--- src/rtl/frame_stream_pkg.sv ---
// frame_stream_pkg
//   Shared types and constants for the frame pixel streamer.
//   FRAME_W/FRAME_H/N_PIXELS : default frame geometry (320x240 RGB444)
//   pixel_t    : one RGB444 pixel, packed {R[11:8], G[7:4], B[3:0]}
//   pix_addr_t : linear pixel index, wide enough for N_PIXELS
//   beat_t     : one output beat as stored in the skid FIFO
//   stream_state_t : streamer FSM states
//   bar_color  : vertical colour-bar generator used by the optional
//                test-pattern build (FRAME_STREAMER_TEST_PATTERN_EN)
package frame_stream_pkg;

  localparam int FRAME_W  = 320;
  localparam int FRAME_H  = 240;
  localparam int N_PIXELS = FRAME_W * FRAME_H;

  typedef logic [11:0] pixel_t;
  typedef logic [16:0] pix_addr_t;

  typedef struct packed {
    pixel_t    data;
    pix_addr_t addr;
    logic      sop;
    logic      eop;
  } beat_t;

  typedef enum logic [1:0] {
    IDLE,
    STREAM,
    DRAIN
  } stream_state_t;

  // Four equal-width bars across a 320-pixel line: red, green, blue, white.
  function automatic pixel_t bar_color(input pix_addr_t col);
    if (col < pix_addr_t'(80))       return 12'hF00;
    else if (col < pix_addr_t'(160)) return 12'h0F0;
    else if (col < pix_addr_t'(240)) return 12'h00F;
    else                             return 12'hFFF;
  endfunction

endpackage

--- src/rtl/pix_skid_fifo.sv ---
// pix_skid_fifo
//   Two-entry FIFO of beat_t sitting between the frame-buffer read path and
//   the valid/ready output. The head entry drives the output beat directly,
//   so it holds stable while the consumer stalls.
// Ports:
//   clk, rst_n  : clock, synchronous active-low reset (clears contents)
//   push        : write push_beat this cycle
//   push_beat   : beat to write
//   pop         : retire the head entry this cycle
//   head        : current head entry (zero after reset)
//   full, empty : occupancy flags
//   count       : occupancy, 0..2
module pix_skid_fifo
  import frame_stream_pkg::*;
(
  input  logic       clk,
  input  logic       rst_n,
  input  logic       push,
  input  beat_t      push_beat,
  input  logic       pop,
  output beat_t      head,
  output logic       full,
  output logic       empty,
  output logic [1:0] count
);

  beat_t mem [2];
  logic  wr_ptr;
  logic  rd_ptr;
  logic  do_push;
  logic  do_pop;

  assign empty = (count == 2'd0);
  assign full  = (count == 2'd2);
  assign head  = mem[rd_ptr];

  // A pop frees a slot in the same cycle, so push while full is accepted
  // when paired with a pop.
  assign do_pop  = pop && !empty;
  assign do_push = push && (!full || do_pop);

  always_ff @(posedge clk) begin
    if (!rst_n) begin
      mem[0] <= '0;
      mem[1] <= '0;
      wr_ptr <= 1'b0;
      rd_ptr <= 1'b0;
      count  <= 2'd0;
    end else begin
      if (do_push) begin
        mem[wr_ptr] <= push_beat;
        wr_ptr      <= !wr_ptr;
      end
      if (do_pop) begin
        rd_ptr <= !rd_ptr;
      end
      case ({do_push, do_pop})
        2'b10:   count <= count + 2'd1;
        2'b01:   count <= count - 2'd1;
        default: count <= count;
      endcase
    end
  end

endmodule

--- src/rtl/frame_pixel_streamer.sv ---
// frame_pixel_streamer
//   Reads one frame from the frame-buffer RAM and streams it out as
//   valid/ready beats tagged with linear address, start- and end-of-packet.
//   Optional build macro: FRAME_STREAMER_TEST_PATTERN_EN replaces the RAM
//   data with vertical colour bars (read timing is unchanged).
// Ports:
//   clk, rst_n   : clock, synchronous active-low reset
//   frame_start  : single-cycle request to stream a frame (IDLE only)
//   ram_addr     : frame-buffer read address
//   ram_rd       : read strobe; data returns on ram_rdata one cycle later
//   ram_rdata    : frame-buffer read data
//   pix_data     : output pixel
//   pix_address  : linear index of pix_data
//   pix_sop      : beat is pixel 0
//   pix_eop      : beat is pixel N-1
//   pix_valid    : output beat valid
//   pix_ready    : consumer accepts the beat
//   busy         : frame in progress, up to the eop accept
//   frame_done   : one-cycle pulse after the eop beat is accepted
module frame_pixel_streamer
  import frame_stream_pkg::*;
#(
  parameter int FRAME_W = frame_stream_pkg::FRAME_W,
  parameter int FRAME_H = frame_stream_pkg::FRAME_H,
  parameter int ADDR_W  = 17,
  parameter int DATA_W  = 12
) (
  input  logic              clk,
  input  logic              rst_n,
  input  logic              frame_start,
  output logic [ADDR_W-1:0] ram_addr,
  input  logic [DATA_W-1:0] ram_rdata,
  output logic              ram_rd,
  output logic [DATA_W-1:0] pix_data,
  output logic [ADDR_W-1:0] pix_address,
  output logic              pix_sop,
  output logic              pix_eop,
  output logic              pix_valid,
  input  logic              pix_ready,
  output logic              busy,
  output logic              frame_done
);

  localparam int        N_PIX     = FRAME_W * FRAME_H;
  localparam pix_addr_t LAST_ADDR = pix_addr_t'(N_PIX - 1);

  stream_state_t state;
  pix_addr_t     rd_addr;
  logic          in_flight;
  pix_addr_t     fl_addr;
  beat_t         push_beat;
  beat_t         head;
  logic          fifo_empty;
  logic          unused_fifo_full;
  logic [1:0]    fifo_count;
  logic          pop;
  logic          rd_go;
  logic          start_accept;
  logic          eop_accept;
  logic [2:0]    credit_used;

  assign pop          = !fifo_empty && pix_ready;
  assign eop_accept   = pop && head.eop;
  assign start_accept = (state == IDLE) && frame_start && !frame_done;

  // Credit counts the FIFO slots still owed after this cycle's pop plus the
  // read already in flight; counting the pop lets a read issue every cycle
  // under full throughput without ever overrunning the two entries.
  assign credit_used = {1'b0, fifo_count} - {2'b00, pop} + {2'b00, in_flight};
  assign rd_go       = (state == STREAM) && (credit_used < 3'd2);

  assign ram_rd      = rd_go;
  assign ram_addr    = rd_addr;
  assign pix_valid   = !fifo_empty;
  assign pix_data    = head.data;
  assign pix_address = head.addr;
  assign pix_sop     = pix_valid && head.sop;
  assign pix_eop     = pix_valid && head.eop;

  // Frame sequencing: issue reads in STREAM, then wait in DRAIN until the
  // eop beat leaves so busy/frame_done line up with the final accept.
  always_ff @(posedge clk) begin
    if (!rst_n) begin
      state      <= IDLE;
      rd_addr    <= '0;
      in_flight  <= 1'b0;
      fl_addr    <= '0;
      busy       <= 1'b0;
      frame_done <= 1'b0;
    end else begin
      frame_done <= 1'b0;
      in_flight  <= rd_go;
      if (rd_go) begin
        fl_addr <= rd_addr;
      end
      case (state)
        IDLE: begin
          if (start_accept) begin
            state   <= STREAM;
            rd_addr <= '0;
            busy    <= 1'b1;
          end
        end
        STREAM: begin
          if (rd_go) begin
            if (rd_addr == LAST_ADDR) begin
              state <= DRAIN;
            end else begin
              rd_addr <= rd_addr + pix_addr_t'(1);
            end
          end
        end
        DRAIN: begin
          if (eop_accept && !in_flight && fifo_count == 2'd1) begin
            state      <= IDLE;
            busy       <= 1'b0;
            frame_done <= 1'b1;
          end
        end
        default: state <= IDLE;
      endcase
    end
  end

`ifdef FRAME_STREAMER_TEST_PATTERN_EN
  localparam pix_addr_t LAST_COL = pix_addr_t'(FRAME_W - 1);

  pix_addr_t rd_col;
  pix_addr_t fl_col;
  logic      unused_rdata;

  assign unused_rdata = ^ram_rdata;

  // Column counter tracks rd_addr % FRAME_W so no divider is needed.
  always_ff @(posedge clk) begin
    if (!rst_n) begin
      rd_col <= '0;
      fl_col <= '0;
    end else begin
      if (start_accept) begin
        rd_col <= '0;
      end else if (rd_go && rd_addr != LAST_ADDR) begin
        rd_col <= (rd_col == LAST_COL) ? '0 : rd_col + pix_addr_t'(1);
      end
      if (rd_go) begin
        fl_col <= rd_col;
      end
    end
  end
`endif

  // Returning read data is tagged with the address it was issued at.
  always_comb begin
    push_beat.addr = fl_addr;
    push_beat.sop  = (fl_addr == '0);
    push_beat.eop  = (fl_addr == LAST_ADDR);
`ifdef FRAME_STREAMER_TEST_PATTERN_EN
    push_beat.data = bar_color(fl_col);
`else
    push_beat.data = ram_rdata;
`endif
  end

  pix_skid_fifo u_fifo (
    .clk       (clk),
    .rst_n     (rst_n),
    .push      (in_flight),
    .push_beat (push_beat),
    .pop       (pop),
    .head      (head),
    .full      (unused_fifo_full),
    .empty     (fifo_empty),
    .count     (fifo_count)
  );

endmodule

--- config.mk ---
export PLATFORM = sky130hd
export DESIGN_NAME = frame_pixel_streamer
export DESIGN_NICKNAME = d
export VERILOG_FILES = /design/src/rtl/frame_stream_pkg.sv /design/src/rtl/pix_skid_fifo.sv /design/src/rtl/frame_pixel_streamer.sv
export SDC_FILE = /design/constraint.sdc
export NUM_CORES = 1
export LEC_CHECK = 0
export ABC_CLOCK_PERIOD_IN_PS = 11600
export CAP_MARGIN = 30
export CORE_MARGIN = 5
export CORE_UTILIZATION = 53
export DETAILED_ROUTE_END_ITERATION = 8
export PLACE_DENSITY = 0.86
export RECOVER_POWER = 25
export SKIP_CTS_REPAIR_TIMING = 1
export SLEW_MARGIN = 10
export SYNTH_ARGS = -nofsm -noshare
export SYNTH_HDL_FRONTEND = slang
export SYNTH_SLANG_ARGS = --single-unit
--- constraint.sdc ---
create_clock -name clk -period 11.6 [get_ports clk]
set_input_delay 1.74 -clock clk [delete_from_list [all_inputs] [get_ports clk]]
set_output_delay 1.74 -clock clk [all_outputs]
set_load 0.005 [all_outputs]
==> results <==
- The final route contains 3558 vias.
- The total half-perimeter wirelength after legalization and detailed placement is 7000 µm.
- Setup violations remaining at the end of the flow were counted as 0.
- The maximum root-to-sink buffer count is 2.
- Clock tree synthesis found a total of 106 sinks.
- The routability-driven placement congestion ratio is 0.805.
- The switching power as a share of total power is 27.9%.
- Of the cells placed in the final design, the portion with a size suffix greater than 1 is 11.2%.
- The detailed router's first-iteration violation count is 156.
- The routed design has 10400 µm of wire.
- Summed over all cells, the static leakage comes to 2.20 nW.
- The relative max-transition margin is -17.5%.
- Leaving out fill and tap cells, the most frequent cell in the layout is sky130_fd_sc_hd__nand2_1.
- In this run the power density over the cells is 159 nW/µm².
- The clock transition at the register clock pins on the worst setup and hold paths after CTS is 100 ps.
- The peak ir drop on the vdd network is 0.0748 mV.
- In this run, placement finished with an instance count of 604.
- The root buffer cell is sky130_fd_sc_hd__clkbuf_8.
- The final critical path takes up 59.3% of the cycle.
- In the final routed layout, each cell accounts on average for 16.7 µm.
- In the routed design, unresolved DRC markers number 0.
- Setup repair after global routing left no endpoint under its margin.
- The area growth from synthesis to layout is 19.6%.
- The count of endpoints failing hold in the final timing report is 0.
- In this run, CTS created clock tree buffers numbering 9.
- The final setup skew is 16.2 ps.
- The number of enable-type register cells in the synthesized netlist is 62.
- The clock network burns 27.3% of the power.
- The part of the Yosys area used for sequential elements is 55.7%.
- The number of nets in the finished design is 527.
- After global routing the overflow that remains totals 0.
- The time the worst path needs with I/O delays and setup is 6880 ps.
- The final total negative setup slack is 0 ps.
- Synthesis handed over a netlist of 448 instances.
- The startpoint type of the worst setup path is an input pin.
- The iteration count of the initial detailed-routing pass is 4.
- Global routing used 18.8% of the available tracks across all layers.
- The checks that failed: max-capacitance violations, max-slew violations.
- The flop and latch count out of synthesis is 106.
- The library cells used most frequently in the layout, excluding fill and tap cells, are sky130_fd_sc_hd__nand2_1 (63), sky130_fd_sc_hd__edfxtp_1 (62), sky130_fd_sc_hd__clkdlybuf4s50_1 (49), sky130_fd_sc_hd__dfxtp_1 (44), sky130_fd_sc_hd__and3_1 (33).
- For the worst-skew pair, the clock arrives at the later sink with an insertion delay of 380 ps.
- The post-synthesis average cell area is 11.0 µm².
- The number of port buffers is 67.
- Yosys printed 0 warnings.
- The startpoint-to-endpoint class of the critical path is in -> out.
- The vertical extent of the die is 106 µm.
- The number of global-route vias before repair is 3540.
- The transition time at the pin with the least slew margin is 1760 ps.
- The area of the mapped netlist is 4930 µm².
- The total area inside the core boundary comes to 9150 µm².
- The wire length of the first global-routing pass is 17100 µm.
- The repair_antennas step left the layout with diodes totalling 0.
- The number of non-filler instances in the completed layout is 620.
- The maximum frequency from static timing analysis is 145 MHz.
- The die is 106 µm wide.
- The data required time of the worst path is 9860 ps.
- The design internal power is 0.675 mW.
- The initial standard-cell utilization of the core is 53.8%.
- The clock tree from TritonCTS is built.
- The flow ran to the end, but the final reports show violations.
- The async set or reset register ratio after synthesis is 0%.
- 68 I/O pins were placed.
- The number of levels in the clock H-tree is 3.
- The fraction of power consumed by combinational cells is 25.6%.
- The design draws 0.936 mW.
- The final count of pins violating max slew is 32.
- Entering global routing, the biggest net connects 58 pins.
- Once detail routing completed, the nets flagged for antenna violations numbered 0.
- The predominant post-synthesis flop cell is sky130_fd_sc_hd__edfxtp_1.
- The type of the most critical hold path is reg -> reg.
- The number of antenna violations at the first check in global routing is 0.
- The vias per cell is 5.74.
- The endpoint arrival time on the critical path is 5140 ps.
- The full die area is 11300 µm².
- The endpoint kind of the worst setup timing path is a primary output.
- In this run the worst path has a maximum fanout of 20.
- The count of different cell masters after synthesis is 53.
- The register share of total power is 47.1%.
- The number of max-cap violations is 1.
- In this run the power spent charging and discharging nets is 0.261 mW.
- Hold is met by 508 ps.
- Synthesis produced a netlist with a net count of 471.
- In this run the core area contains 35 standard-cell rows.
==> power groups by stage <==
stage / registers (mW) / logic [mW] / clock network [mW]
final: 0.440 / 0.240 / 0.256
after CTS: 0.440 / 0.246 / 0.260
after global routing: 0.444 / 0.264 / 0.273
after floorplan: 0.446 / 0.143 / 0
after global placement: 0.446 / 0.233 / 0
after detailed placement: 0.449 / 0.244 / 0
==> logic make-up (layout without fill, tap and decap cells) <==
kind of cell               Yosys count  after routing  share of synthesized area, %
xor gates and xnor gates             4              4                         0.711
muxes                               31             31                          7.03
AOI/OAI and AO/OA                   59             59                          8.81
buffers and inverters               36             97                          3.17
DFF                                106            106                          55.7
adders and majority gates            7              7                          1.93
and+or+nand+nor                    205            205                          22.7
==> flip-flops by register name, summed over array words and instances (netlist names), named ones only <==
register / flops
busy: 1
fl_addr: 17
frame_done: 1
in_flight: 1
ram_addr: 17
state: 2
u_fifo.count: 2
u_fifo.mem: 62
u_fifo.rd_ptr: 1
u_fifo.wr_ptr: 1
==> cell usage after synthesis (2+ instances only) <==
master,n,area (µm²)
sky130_fd_sc_hd__edfxtp_1,62,1860
sky130_fd_sc_hd__a21oi_1,2,10.0
sky130_fd_sc_hd__nand2_1,63,236
sky130_fd_sc_hd__inv_1,6,22.5
sky130_fd_sc_hd__o21ai_0,11,55.1
sky130_fd_sc_hd__mux2_2,29,327
sky130_fd_sc_hd__ha_1,6,75.1
sky130_fd_sc_hd__nor3_1,11,55.1
sky130_fd_sc_hd__a31oi_1,3,18.8
sky130_fd_sc_hd__and2_1,36,225
sky130_fd_sc_hd__nor4_1,4,25.0
sky130_fd_sc_hd__buf_1,3,11.3
sky130_fd_sc_hd__and4_1,4,35.0
sky130_fd_sc_hd__clkbuf_1,18,67.6
sky130_fd_sc_hd__or3_1,2,12.5
sky130_fd_sc_hd__nand4_1,11,68.8
sky130_fd_sc_hd__xnor2_1,3,26.3
sky130_fd_sc_hd__o21a_1,4,30.0
sky130_fd_sc_hd__buf_6,2,22.5
sky130_fd_sc_hd__dfxtp_1,44,881
sky130_fd_sc_hd__or4_1,4,30.0
sky130_fd_sc_hd__buf_2,5,25.0
sky130_fd_sc_hd__nand2b_1,3,18.8
sky130_fd_sc_hd__nand3_1,6,30.0
sky130_fd_sc_hd__nor2_1,13,48.8
sky130_fd_sc_hd__a21boi_1,6,45.0
sky130_fd_sc_hd__a21boi_0,17,128
sky130_fd_sc_hd__o21ai_1,3,15.0
sky130_fd_sc_hd__nand4b_1,2,17.5
sky130_fd_sc_hd__nor3b_1,2,15.0
sky130_fd_sc_hd__nor2b_1,2,12.5
sky130_fd_sc_hd__and3_1,33,206
sky130_fd_sc_hd__o221a_1,7,78.8
sky130_fd_sc_hd__mux2i_1,2,20.0
==> routing by layer <==
layer | vias up | GRT usage [%] | wire [µm]
li1 | 1736 | - | -
met1 | 1710 | 24.4 | 4600
met2 | 96 | 31.4 | 5110
met3 | 16 | 3.04 | 497
met4 | 0 | 7.85 | 158
met5 | - | 0 | 0
==> critical path, cell delays in order <==
cell                              delay (ps)
sky130_fd_sc_hd__dlygate4sd3_1           550
sky130_fd_sc_hd__nor2b_1                 150
sky130_fd_sc_hd__ha_1                    270
sky130_fd_sc_hd__nand2b_1                150
sky130_fd_sc_hd__fa_1                    450
sky130_fd_sc_hd__and3b_1                 200
sky130_fd_sc_hd__nand2_1                 420
sky130_fd_sc_hd__buf_8                   230
sky130_fd_sc_hd__clkinv_1                360
sky130_fd_sc_hd__clkdlybuf4s50_1         600
==> through the flow <==
stage | worst slack (ps) | area [µm²] | util, %
floorplan | 6420 | 4930 | -
global placement | 4420 | 5640 | 61.6
detailed placement | 4840 | 5670 | 62.0
CTS | 4810 | 5900 | 64.5
global route | 4450 | 5890 | 64.4
finish | 4720 | 5890 | 64.4
==> worst paths after layout <==
kind                            slack (ps)                          from  cells past startpoint                        to
worst max register to register        8180  u_fifo.count[1]$_SDFFE_PN0P_                     12  fl_addr[16]$_SDFFE_PN0P_
worst max-delay path                  4720                     pix_ready                     10                    ram_rd
worst min-delay path                   510      fl_addr[12]$_SDFFE_PN0P_                      2  fl_addr[12]$_SDFFE_PN0P_
worst min register to register         510      fl_addr[12]$_SDFFE_PN0P_                      2  fl_addr[12]$_SDFFE_PN0P_
==> layout make-up <==
type,count,area (µm²)
fillers,730,3260
flip-flops and latches,106,2740
multi-input cells,306,2030
repair buffers,73,727
well taps,111,139
clock buffers,10,128
clock inverters,6,97.6
inverters,8,30.0
Note: power is estimated with default switching activity, not from simulation.
